### config.mk
export PLATFORM = sky130hd
export DESIGN_NAME = ccff_loader_flat
export DESIGN_NICKNAME = d
export VERILOG_FILES = /design/src/rtl/ccff_loader_if.sv /design/src/rtl/ccff_loader.sv /design/src/flat_wrapper.sv
export SDC_FILE = /design/constraint.sdc
export NUM_CORES = 1
export LEC_CHECK = 0
export BUFFER_PORTS_ARGS = -buffer_cell sky130_fd_sc_hd__buf_2
export CORE_ASPECT_RATIO = 1.4
export CORE_MARGIN = 4
export CORE_UTILIZATION = 50
export CTS_CLUSTER_SIZE = 24
export DETAILED_ROUTE_END_ITERATION = 16
export GPL_TIMING_DRIVEN = 0
export PLACE_DENSITY_LB_ADDON = 0.1
export REMOVE_ABC_BUFFERS = 1
export SYNTH_ARGS = -nofsm -noshare
export SYNTH_HDL_FRONTEND = slang
export SYNTH_SLANG_ARGS = --single-unit
### constraint.sdc
create_clock -name prog_clk -period 1.75 [get_ports prog_clk]
set_input_delay 0.35 -clock prog_clk [delete_from_list [all_inputs] [get_ports prog_clk]]
set_output_delay 0.35 -clock prog_clk [all_outputs]
set_load 0.03 [all_outputs]
### src/rtl/ccff_loader_if.sv
// Byte-stream handshake into the configuration-chain loader.
interface ccff_loader_if;
    logic       s_valid;
    logic [7:0] s_data;
    logic       s_ready;

    modport master (output s_valid, output s_data, input s_ready);
    modport slave  (input s_valid, input s_data, output s_ready);
endinterface

### src/rtl/ccff_loader.sv
// Streams bitstream bytes MSB-first into a CCFF configuration chain.
// Define CCFF_PARITY_EN to add a trailer-byte parity check and err port.
module ccff_loader #(
    parameter int unsigned CHAIN_LEN = 48
) (
    input  logic         prog_clk,
    input  logic         prog_reset,
    input  logic         start,
    ccff_loader_if.slave s_if,
    output logic         ccff_head,
    output logic         ccff_shift_en,
    output logic         busy,
`ifdef CCFF_PARITY_EN
    output logic         err,
`endif
    output logic         done
);

    localparam int unsigned CW = $clog2(CHAIN_LEN + 1);

    typedef enum logic [2:0] {
        IDLE,
        LOAD,
        SHIFT,
`ifdef CCFF_PARITY_EN
        PAR,
`endif
        DONE
    } state_e;

    state_e        state_q, state_d;
    logic [7:0]    sbuf_q, sbuf_d;
    logic [2:0]    bit_q, bit_d;
    logic [CW-1:0] tot_q, tot_d;
    logic          head_q, head_d;
    logic          ready;
`ifdef CCFF_PARITY_EN
    logic          par_q, par_d;
    logic          err_q, err_d;

    assign err = err_q;
`endif

    assign s_if.s_ready = ready;

    always_comb begin
        state_d       = state_q;
        sbuf_d        = sbuf_q;
        bit_d         = bit_q;
        tot_d         = tot_q;
        head_d        = head_q;
        ready         = 1'b0;
        ccff_shift_en = 1'b0;
        ccff_head     = head_q;
        busy          = (state_q != IDLE);
        done          = 1'b0;
`ifdef CCFF_PARITY_EN
        par_d         = par_q;
        err_d         = err_q;
`endif
        unique case (state_q)
            IDLE: begin
                if (start) begin
                    state_d = LOAD;
                    bit_d   = '0;
                    tot_d   = '0;
`ifdef CCFF_PARITY_EN
                    par_d   = 1'b0;
                    err_d   = 1'b0;
`endif
                end
            end
            LOAD: begin
                ready = 1'b1;
                if (s_if.s_valid) begin
                    sbuf_d  = s_if.s_data;
                    bit_d   = '0;
                    state_d = SHIFT;
                end
            end
            SHIFT: begin
                ccff_shift_en = 1'b1;
                ccff_head     = sbuf_q[7];
                head_d        = sbuf_q[7];
                sbuf_d        = {sbuf_q[6:0], 1'b0};
                bit_d         = bit_q + 3'd1;
                tot_d         = tot_q + CW'(1);
`ifdef CCFF_PARITY_EN
                par_d         = par_q ^ sbuf_q[7];
`endif
                // Chain end wins over byte end: leftover low bits are dropped.
                if (tot_d == CW'(CHAIN_LEN)) begin
`ifdef CCFF_PARITY_EN
                    state_d = PAR;
`else
                    state_d = DONE;
`endif
                end else if (bit_q == 3'd7) begin
                    state_d = LOAD;
                end
            end
`ifdef CCFF_PARITY_EN
            PAR: begin
                ready = 1'b1;
                if (s_if.s_valid) begin
                    if (s_if.s_data[0] != par_q) begin
                        err_d = 1'b1;
                    end
                    state_d = DONE;
                end
            end
`endif
            DONE: begin
                done    = 1'b1;
                state_d = IDLE;
            end
            default: begin
                state_d = IDLE;
            end
        endcase
    end

    always_ff @(posedge prog_clk) begin
        if (prog_reset) begin
            state_q <= IDLE;
            sbuf_q  <= '0;
            bit_q   <= '0;
            tot_q   <= '0;
            head_q  <= 1'b0;
`ifdef CCFF_PARITY_EN
            par_q   <= 1'b0;
            err_q   <= 1'b0;
`endif
        end else begin
            state_q <= state_d;
            sbuf_q  <= sbuf_d;
            bit_q   <= bit_d;
            tot_q   <= tot_d;
            head_q  <= head_d;
`ifdef CCFF_PARITY_EN
            par_q   <= par_d;
            err_q   <= err_d;
`endif
        end
    end

endmodule

### src/flat_wrapper.sv
// flat-port wrapper written by rule: the top's interface ports become plain ports
module ccff_loader_flat 
#(
    parameter int unsigned CHAIN_LEN = 48
)
  (prog_clk, prog_reset, start, ccff_head, ccff_shift_en, busy, done, s_if_s_valid, s_if_s_data, s_if_s_ready);
  ccff_loader_if s_if_i ();
  input  logic prog_clk;
  input  logic prog_reset;
  input  logic start;
  output logic ccff_head;
  output logic ccff_shift_en;
  output logic busy;
  output logic done;
  input wire logic [$bits(s_if_i.s_valid)-1:0] s_if_s_valid;
  input wire logic [$bits(s_if_i.s_data)-1:0] s_if_s_data;
  output wire logic [$bits(s_if_i.s_ready)-1:0] s_if_s_ready;
  assign s_if_i.s_valid = s_if_s_valid;
  assign s_if_i.s_data = s_if_s_data;
  assign s_if_s_ready = s_if_i.s_ready;
  ccff_loader #(.CHAIN_LEN(CHAIN_LEN)) u_core (.prog_clk(prog_clk), .prog_reset(prog_reset), .start(start), .s_if(s_if_i), .ccff_head(ccff_head), .ccff_shift_en(ccff_shift_en), .busy(busy), .done(done));
endmodule
==> summary.md, run 1 <==
| Metric | Value |
|---|---|
| Outcome | `complete, no violations` |
| GPL Wtd Cong | `between 0.7 and 0.8` |
| Post-synth EDFFs | `0` |
| Remaining antenna violation count | `0` |
| Worst-margin pin slew | `between 0.4 and 0.5 ns` |
| Synth Instances | `125` |
| Max cap viols | `0` |
| # nets final | `157` |
| LEAKAGE | `approximately 0.48 nW` |
| Total global routing overflow | `0` |
| Clock latency on the worst-skew pair | `0.30 ns` |
| Worst EP arrival | `around 1.3 ns` |
| Root buffer cell | `clkbuf_4` |
| CTS max path bufs | `2` |
| Worst Path Required | `roughly 1.4 ns` |
| Seq/Total Area, Yosys | `38.88%` |
| Share of layout cells above drive strength 1 | `between 20% and 30%` |
| Worst hold start | `s_if_s_data[6]` |
| Top-area cell type share of the netlist area | `about two fifths` |
| Fillers | `between 200 and 250` |
| RR Startpoint | `u_core.tot_q[0]$_SDFFE_PP0P_` |
| Clock Skews | `0.008676 ns` |
| Nature of the critical path endpoint | `output pin` |
| Async S/R FF share, synth | `0%` |
| Final count of pins violating max slew | `0` |
| Slew HR | `between 70% and 80%` |
| Synth cell types | `31` |
| CTS buffer count | `3` |
| Min Tclk post-route | `~1.6 ns` |
| CP max FO | `11` |
| Clk pin slew, worst setup/hold paths | `approximately 0.12 ns` |
| RSZ-0062 raised after global routing | `true` |
| Starting Density | `a little over half` |
| Peak supply drop | `0.4687 mV` |
| Crit path max-delay cell type | `dfxtp_4` |
| Top delay family on crit path | `flip-flops` |
| Vias in the first global route | `slightly below 900` |
| Period Utilization, post-route | `roughly 94%` |
| CTS tree | `done` |
| Reg2Reg Capture Point | `u_core.state_q[0]$_SDFFE_PP0P_` |
| # diodes | `0` |
| Hold Crit Class | `input pin to register` |
| Tot GR Track Use | `17.74%` |
| Crit start category | `register` |
| Cts hold-fix bufs | `0` |
| Die Wd | `about 46 um` |
| Area contributors post-synth | `dfxtp_1 (39%), nand2_1 (9.1%), nor2_1 (6.6%), a311oi_1 (6.0%), ha_1 (4.9%)` |
| Final hold vios | `0` |
| Fin Setup TNS | `0 ns` |
| Endpoints failing setup | `0` |
| Routed length per placed instance | `between 10 and 15 um` |
| First drt pass iteration count | `4` |
| Crit path top cell by count | `nand2_1` |
| Die outline area | `2860 um2` |
| Core Area | `a little under 2000 um2` |
| Syn-to-layout area delta | `13.49%` |
| Register-to-Register Path Depth | `5` |
| Synth Flop Type | `dfxtp_1` |
| CTS H-tree depth | `1` |
| Top-count cell post-synth | `nand2_1` |
| Synth Warn # | `0` |
| Top Ports | `17` |
| Largest net degree at the start of global routing | `21` |
| Cells on Worst Hold Path | `3` |
| Commonest cells in the netlist | `nand2_1 (25), dfxtp_1 (20), nor2_1 (18)` |
| FF+latch count, synth | `20` |
| PortBufs | `16` |
| Total number of vias | `about 920` |
| WS Path Type | `register to output pin` |
| Fmax | `between 0.6 and 0.7 GHz` |
| Buf/Inv on CP | `2` |
| Min-Delay Endpoint | `u_core.sbuf_q[6]$_SDFFE_PP0P_` |
| Yosys top cell by area | `dfxtp_1` |
| Reg2Reg Setup Slack | `about 0.15 ns` |
| Die Height | `61.70 um` |
| DRT iter0 DRCs | `21` |
| Std-Cell Rows | `19` |
| DR DRC count | `0` |
| First-pass GRT wire length | `3.719 mm` |
| Util after Layout | `about three fifths` |
| Clock sink count | `20` |
| Mean post-synth cell area | `roughly 8 um2` |
| Drt total wl | `2.020 mm` |
| Synthesized cell area | `approximately 1000 um2` |
| PwrDens | `~790 nW/um2` |
| Max incr delay on CP | `around 0.4 ns` |
| Initial antenna violation count | `0` |
| Placed wire-length estimate | `1.407 mm` |
| Worst-path cell chain | `nand2b_4 > clkinvlp_4 > nand2_1 > nand2_1 > buf_2` |
| Vias per std cell | `approximately 5.7` |
==> worst reg2reg max path: cells and delay by family (launching register included) <==
| kind | cells | cell delay, ns |
|---|---|---|
| compound gates | 3 | 0.53 |
| fa+ha+maj | 1 | 0.25 |
| flops | 1 | 0.37 |
| simple gates | 1 | 0.36 |
==> where the power goes <==
part	leakage (nW)	internal (mW)	total [mW]	switching, mW
sequential	0.165	0.482	0.506	0.0241
clock	0.0210	0.127	0.266	0.139
combinational	0.299	0.0586	0.147	0.0886
==> metrics by stage <==
stage / hold slack (ns) / area [um2] / power, mW / setup WS [ns] / cells
after floorplan: 0.4162 / 992.2 / 0.6058 / -0.1036 / 118
after global placement: 0.4538 / 1099 / 0.6503 / -0.3518 / 155
after detailed placement: 0.4673 / 1099 / 0.6553 / -0.3526 / 155
after CTS: 0.3020 / 1164 / 0.9316 / 0.03960 / 161
after global routing: 0.2970 / 1169 / 0.9848 / -0.006553 / 161
final: 0.3043 / 1169 / 0.9196 / 0.1050 / 161
==> kinds of logic after synthesis <==
kind of cell / synth area share, %
AO/OA/AOI/OAI: 23.45
XOR/XNOR: 0.8507
adder cells (fa/ha/maj): 4.860
buffers and inverters: 4.374
flip-flops: 38.88
multiplexers: 1.093
AND/OR/NAND/NOR: 26.49
==> sequential cells by signal, summed over array words and instances, names as in the netlist <==
name            count
u_core.tot_q        6
u_core.head_q       1
u_core.sbuf_q       8
u_core.state_q      2
u_core.bit_q        3
==> final cells by class <==
cell class | count | area (um2) | share of cell area, %
Inverter | 2 | 11.26 | 0.9636
Timing Repair Buffer | 18 | 95.09 | 8.137
Multi-Input combinational cell | 96 | 591.8 | 50.64
Clock buffer | 4 | 36.28 | 3.105
Tap cell | 21 | 26.28 | 2.248
Sequential cell | 20 | 407.9 | 34.90
==> routing by layer <==
layer | track usage [%] | up-vias | wire length (um)
li1 | - | 469 | -
met1 | 20.96 | 431 | 893
met3 | 3.170 | 2 | 96
met5 | 0 | - | 0
met4 | 8.943 | 0 | 17
met2 | 30.12 | 19 | 1012
==> worst max-delay path by stage <==
stage,from,to,depth (start not counted)
after floorplan,u_core.state_q[1]$_SDFFE_PP0P_,ccff_head,4
after global placement,u_core.state_q[0]$_SDFFE_PP0P_,ccff_head,5
after detailed placement,u_core.state_q[0]$_SDFFE_PP0P_,ccff_head,5
after CTS,u_core.state_q[0]$_SDFFE_PP0P_,ccff_head,5
after global routing,u_core.state_q[0]$_SDFFE_PP0P_,ccff_head,5
final,u_core.state_q[0]$_SDFFE_PP0P_,ccff_head,5
==> cells in the final DEF (no fill, tap or decap) <==
cell and instances:
nand2_1 25, nor2_1 18, buf_2 16, dfxtp_1 16, a311oi_1 7, a21oi_1 6, o21ai_0 4, a22oi_1 4
ha_1 4, nor2b_1 3, and2_1 3, nor3_1 3, clkbuf_4 3, dfxtp_2 3, nand3_1 2, a221oi_2 2
buf_4 2, nand2b_4 1, clkinvlp_4 1, or2_2 1, inv_1 1, a211oi_1 1, o21bai_2 1, nand3b_1 1
and2_2 1, nand2b_1 1, o21a_1 1, xnor2_1 1, a21boi_0 1, and3b_1 1, or3_1 1, o31ai_4 1
o2111ai_2 1, mux2_2 1, clkbuf_8 1, dfxtp_4 1
==> repair_timing <==
action / in CTS / in global routing
gates resized for setup: 5 / 3
buffers inserted: 2 / 0
cloned: 0 / 0
pin swaps: 0 / 0
setup endpoints to repair: 14 / 3
Note: power is estimated with default switching activity, not from simulation.
==> run 2: changes to the inputs <==
Settings changed: CTS_BUF_LIST set to sky130_fd_sc_hd__clkbuf_4, SKIP_LAST_GASP set to 1.
==> summary.md, run 2 (synthesized netlist as in run 1, its figures left out) <==
| Metric | Value |
|---|---|
| Largest register FFs | `8` |
| RR Startpoint | `u_core.tot_q[0]$_SDFFE_PP0P_` |
| Peak supply drop | `0.5408 mV` |
| DR DRC count | `0` |
| Fillers | `around 200` |
| CP max FO | `11` |
| Min Tclk post-route | `roughly 1.6 ns` |
| Worst hold slack | `approximately 0.3 ns` |
| Die Wd | `around 46 um` |
| Clock latency on the worst-skew pair | `0.30 ns` |
| Worst EP arrival | `about 1.3 ns` |
| Clock Skews | `between 0.009 and 0.01 ns` |
| Syn-to-layout area delta | `12.52%` |
| Drt total wl | `between 2 and 2.5 mm` |
| Total power | `approximately 880 uW` |
| Reg2Reg Capture Point | `u_core.state_q[0]$_SDFFE_PP0P_` |
| Reg2Reg Setup Slack | `0.15 ns` |
| Largest reg by FF count | `u_core.sbuf_q` |
| CTS buffer count | `3` |
| Initial antenna violation count | `0` |
| First-pass GRT wire length | `roughly 3.7 mm` |
| Largest registers | `u_core.sbuf_q: 8 flops, u_core.tot_q: 6 flops, u_core.bit_q: 3 flops` |
| DRT iter0 DRCs | `28` |
| Slew HR | `~73%` |
| WS Path Type | `register to output pin` |
| Crit path max-delay cell type | `dfxtp_4` |
| Tot GR Track Use | `between 10% and 20%` |
| Starting Density | `between 50% and 60%` |
| CTS tree | `done` |
| Worst-margin pin slew | `just over 0.4 ns` |
| Top Ports | `17` |
| Buf/Inv on CP | `2` |
| Routed length per placed instance | `12.58 um` |
| M1 GR Usage | `approximately a fifth` |
| Cts hold-fix bufs | `0` |
| Max cap viols | `0` |
| Cells on Worst Hold Path | `3` |
| GPL Wtd Cong | `between 0.7 and 0.8` |
| Final count of pins violating max slew | `0` |
| Final hold vios | `0` |
| # nets final | `about 160` |
| Std-Cell Rows | `19` |
| Vias in the first global route | `between 800 and 900` |
| Die Height | `around 62 um` |
| Placed wire-length estimate | `about 1.4 mm` |
| Nature of the critical path endpoint | `output pin` |
| # diodes | `0` |
| Outcome | `complete, no violations` |
| Period Utilization, post-route | `between 90% and 100%` |
| Largest net degree at the start of global routing | `21` |
| Max incr delay on CP | `0.41 ns` |
| Register-to-Register Path Depth | `5` |
| CTS H-tree depth | `1` |
| Worst Path Required | `~1.4 ns` |
| Top Usage Layer GRT | `met2` |
| Die outline area | `between 2000 and 3000 um2` |
| Worst hold start | `s_if_s_data[6]` |
| Share of layout cells above drive strength 1 | `about a quarter` |
| Total number of vias | `924` |
| Core Area | `1973 um2` |
| Endpoints failing setup | `0` |
| Fmax | `0.6083 GHz` |
| Hold Crit Class | `input pin to register` |
| Clk pin slew, worst setup/hold paths | `between 0.1 and 0.15 ns` |
| Remaining antenna violation count | `0` |
| RSZ-0062 raised after global routing | `true` |
| PwrDens | `approximately 760 nW/um2` |
| LEAKAGE | `between 0.4 and 0.5 nW` |
| Worst-path cell chain | `nand2b_4 > clkinvlp_4 > nand2_1 > nand2_1 > buf_2` |
| Total global routing overflow | `0` |
| Root buffer cell | `clkbuf_4` |
| Clock sink count | `20` |
| Crit start category | `register` |
| GR met3 Demand/Resource | `roughly 3.2%` |
| Crit path top cell by count | `nand2_1` |
| Min-Delay Endpoint | `u_core.sbuf_q[6]$_SDFFE_PP0P_` |
| PortBufs | `16` |
| Most frequent cells in the layout | `nand2_1 (25), nor2_1 (18), buf_2 (16), dfxtp_1 (16), a311oi_1 (7)` |
| CTS max path bufs | `2` |
| Most common cell after layout, fill and taps aside | `nand2_1` |
| Top delay family on crit path | `flip-flops` |
| GR Util met2 | `a little under a third` |
| First drt pass iteration count | `4` |
| Vias per std cell | `around 5.7` |
-- run 2: cell types whose count changed in the layout (fill, tap and decap cells not counted), sizes merged --
cell and delta:
clkinv +1, clkbuf -1
-- run 2: power breakdown --
group          switching (mW)  internal (mW)
Sequential             0.0243          0.482
Combinational          0.0883         0.0586
Clock                   0.139         0.0830
-- run 2: final cells by class --
| type | instances | area (um2) | area share [%] |
|---|---|---|---|
| multi-input combinational | 96 | 591.8 | 51.08 |
| sequential | 20 | 407.9 | 35.21 |
| timing repair buffer | 18 | 95.09 | 8.207 |
| tap | 21 | 26.28 | 2.268 |
| clock buffer | 3 | 22.52 | 1.944 |
| inverter | 2 | 11.26 | 0.9719 |
| clock inverter | 1 | 3.754 | 0.3240 |
-- run 2: worst register-to-register path, cell delays in order (launching register included) --
cell,delay (ns)
dfxtp_2,0.37
ha_1,0.25
or3_1,0.36
o31ai_4,0.08
o2111ai_2,0.19
a221oi_2,0.26
-- run 2: routing by layer --
| layer | vias up | share of wire (%) |
|---|---|---|
| met5 | - | 0 |
| met4 | 0 | 0.84 |
| met3 | 2 | 4.7 |
| met2 | 17 | 51 |
| met1 | 433 | 44 |
| li1 | 472 | - |
-- run 2: through the flow --
| stage | util, % | instances | area [um2] | setup TNS (ns) | setup WS (ns) |
|---|---|---|---|---|---|
| floorplan | - | 118 | 992.2 | -0.1305 | -0.1036 |
| global placement | 55.68 | 155 | 1099 | -1.268 | -0.3518 |
| detailed placement | 55.68 | 155 | 1099 | -1.415 | -0.3526 |
| CTS | 58.47 | 161 | 1154 | 0 | 0.03849 |
| global route | 58.72 | 161 | 1159 | -0.008096 | -0.008096 |
| finish | 58.72 | 161 | 1159 | 0 | 0.1061 |
-- run 2: worst max path at each step --
stage          slack, ns                            from   endpoint  depth (start not counted)
2_1_floorplan      -0.10  u_core.state_q[1]$_SDFFE_PP0P_  ccff_head                          4
3_3_place_gp       -0.35  u_core.state_q[0]$_SDFFE_PP0P_  ccff_head                          5
3_5_place_dp       -0.35  u_core.state_q[0]$_SDFFE_PP0P_  ccff_head                          5
4_1_cts             0.04  u_core.state_q[0]$_SDFFE_PP0P_  ccff_head                          5
5_1_grt           -0.008  u_core.state_q[0]$_SDFFE_PP0P_  ccff_head                          5
6_report            0.11  u_core.state_q[0]$_SDFFE_PP0P_  ccff_head                          5
-- run 2: what timing repair did --
item | CTS | global route
endpoints found under the setup margin | 14 | 3
setup buffers | 2 | 0
gates resized for setup | 5 | 3
gates cloned | 0 | 0
==> run 3: changes to the inputs <==
Settings changed: CELL_PAD_IN_SITES_DETAIL_PLACEMENT set to 1, CELL_PAD_IN_SITES_GLOBAL_PLACEMENT set to 2, CORE_UTILIZATION 50 to 33.
==> summary.md, run 3 (synthesized netlist as in run 1, its figures left out) <==
| Metric | Value |
|---|---|
| # nets final | `roughly 160` |
| CP max FO | `4` |
| Total power | `892.6 uW` |
| Placed inst area | `about 1100 um2` |
| Share of layout cells above drive strength 1 | `27.27%` |
| Endpoints failing setup | `0` |
| RR Startpoint | `u_core.tot_q[0]$_SDFFE_PP0P_` |
| Worst-margin pin slew | `slightly above 0.4 ns` |
| Starting Density | `a little over a third` |
| Outcome | `complete, no violations` |
| Worst EP arrival | `approximately 1.3 ns` |
| Reg2Reg Setup Slack | `between 0.15 and 0.2 ns` |
| Fmax | `between 0.6 and 0.7 GHz` |
| PwrDens | `about 730 nW/um2` |
| GR Util met2 | `~25%` |
| Top Usage Layer GRT | `met2` |
| Register-to-Register Path Depth | `5` |
| Tot GR Track Use | `about an eighth` |
| Placed wire-length estimate | `1.673 mm` |
| Largest register FFs | `8` |
| Register area | `a little over 400 um2` |
| WS Path Type | `register to output pin` |
| M1 GR Usage | `roughly 15%` |
| GR met3 Demand/Resource | `approximately 1.7%` |
| Initial antenna violation count | `0` |
| Post-route cell area | `~1200 um2` |
| Top Ports | `17` |
| Clk pin slew, worst setup/hold paths | `about 0.11 ns` |
| Worst hold start | `s_if_s_data[4]` |
| Largest registers | `u_core.sbuf_q: 8 flops, u_core.tot_q: 6 flops, u_core.bit_q: 3 flops` |
| Crit start category | `register` |
| Std-Cell Rows | `23` |
| Nature of the critical path endpoint | `output pin` |
| Root buffer cell | `clkbuf_4` |
| Worst Path Required | `between 1 and 1.5 ns` |
| Die Height | `between 70 and 80 um` |
| Die outline area | `approximately 4100 um2` |
| DR DRC count | `0` |
| Reg2Reg Capture Point | `u_core.state_q[0]$_SDFFE_PP0P_` |
| Core Area | `slightly below 3000 um2` |
| Min-Delay Endpoint | `u_core.sbuf_q[4]$_SDFFE_PP0P_` |
| LEAKAGE | `about 0.5 nW` |
| GPL Wtd Cong | `between 0.6 and 0.7` |
| Hold Crit Class | `input pin to register` |
| CTS H-tree depth | `1` |
| CTS max path bufs | `2` |
| DRT iter0 DRCs | `15` |
| Final hold vios | `0` |
| Min Tclk post-route | `1.652 ns` |
| PortBufs | `16` |
| Most common cell after layout, fill and taps aside | `nand2_1` |
| Peak supply drop | `roughly 0.35 mV` |
| Most frequent cells in the layout | `nand2_1 (24), nor2_1 (18), dfxtp_1 (17), buf_2 (16), a311oi_1 (7)` |
| Final count of pins violating max slew | `0` |
| Vias per std cell | `5.217` |
| # diodes | `0` |
| CTS buffer count | `3` |
| Largest net degree at the start of global routing | `21` |
| Fillers | `a little under 400` |
| Die Wd | `about 55 um` |
| Syn-to-layout area delta | `18.59%` |
| Clock sink count | `20` |
| Drt total wl | `between 2 and 2.5 mm` |
| Cells on Worst Hold Path | `3` |
| Total number of vias | `roughly 940` |
| Max cap viols | `0` |
| First drt pass iteration count | `4` |
| Cts hold-fix bufs | `0` |
| First-pass GRT wire length | `around 4.3 mm` |
| Routed length per placed instance | `between 10 and 15 um` |
| Period Utilization, post-route | `94.41%` |
| Total global routing overflow | `0` |
| CTS tree | `done` |
| Largest reg by FF count | `u_core.sbuf_q` |
| Util after Layout | `41.60%` |
| Remaining antenna violation count | `0` |
| Slew HR | `about 73%` |
| Vias in the first global route | `951` |
| Clock latency on the worst-skew pair | `0.29 ns` |
| Clock Skews | `approximately 0.0027 ns` |
| Multi-input gate area | `594.3 um2` |
| Fin Setup TNS | `0 ns` |
## run 3: power breakdown
group	leakage (nW)	total (mW)	switching, mW	internal (mW)
sequential	0.164	0.502	0.0209	0.482
combinational	0.321	0.173	0.101	0.0727
clock	0.0138	0.217	0.137	0.0801
## run 3: metal layers
layer / routed length, um / part of all wire, %
met5: 0 / 0
met4: 16 / 0.65
met3: 55 / 2.2
met2: 1311 / 53
met1: 1091 / 44
## run 3: worst max path at each step
stage,start,endpoint,cells after the start
detailed placement,u_core.state_q[0]$_SDFFE_PP0P_,ccff_head,5
global route,u_core.tot_q[1]$_SDFFE_PP0P_,u_core.state_q[1]$_SDFFE_PP0P_,5
floorplan,u_core.state_q[1]$_SDFFE_PP0P_,ccff_head,4
CTS,u_core.state_q[0]$_SDFFE_PP0P_,ccff_head,5
finish,u_core.state_q[0]$_SDFFE_PP0P_,ccff_head,5
global placement,u_core.state_q[0]$_SDFFE_PP0P_,ccff_head,5
## run 3: area by class of cell
class | count | share of cell area (%)
tap | 37 | 3.791
clock buffer | 3 | 1.844
multi-input combinational | 96 | 48.67
sequential | 20 | 33.50
inverter | 2 | 0.9221
timing repair buffer | 22 | 11.27
## run 3: worst max-delay path, cell delays in order (launching register included)
cell	delay, ns
dfxtp_4	0.38
nand2b_4	0.15
clkinvlp_4	0.15
nand2_1	0.10
nand2_1	0.05
buf_2	0.17
## run 3: what timing repair did
action | CTS | global route
endpoints found under the setup margin | 14 | 8
gates resized for setup | 6 | 3
buffers inserted | 5 | 1
## run 3: metrics by stage
step	hold slack, ns	setup slack (ns)	std cells
floorplan	0.4162	-0.1036	118
global placement	0.4584	-0.4115	171
finish	0.3054	0.09777	180
CTS	0.2911	0.03235	179
global route	0.2849	-0.001977	180
detailed placement	0.4670	-0.4188	171
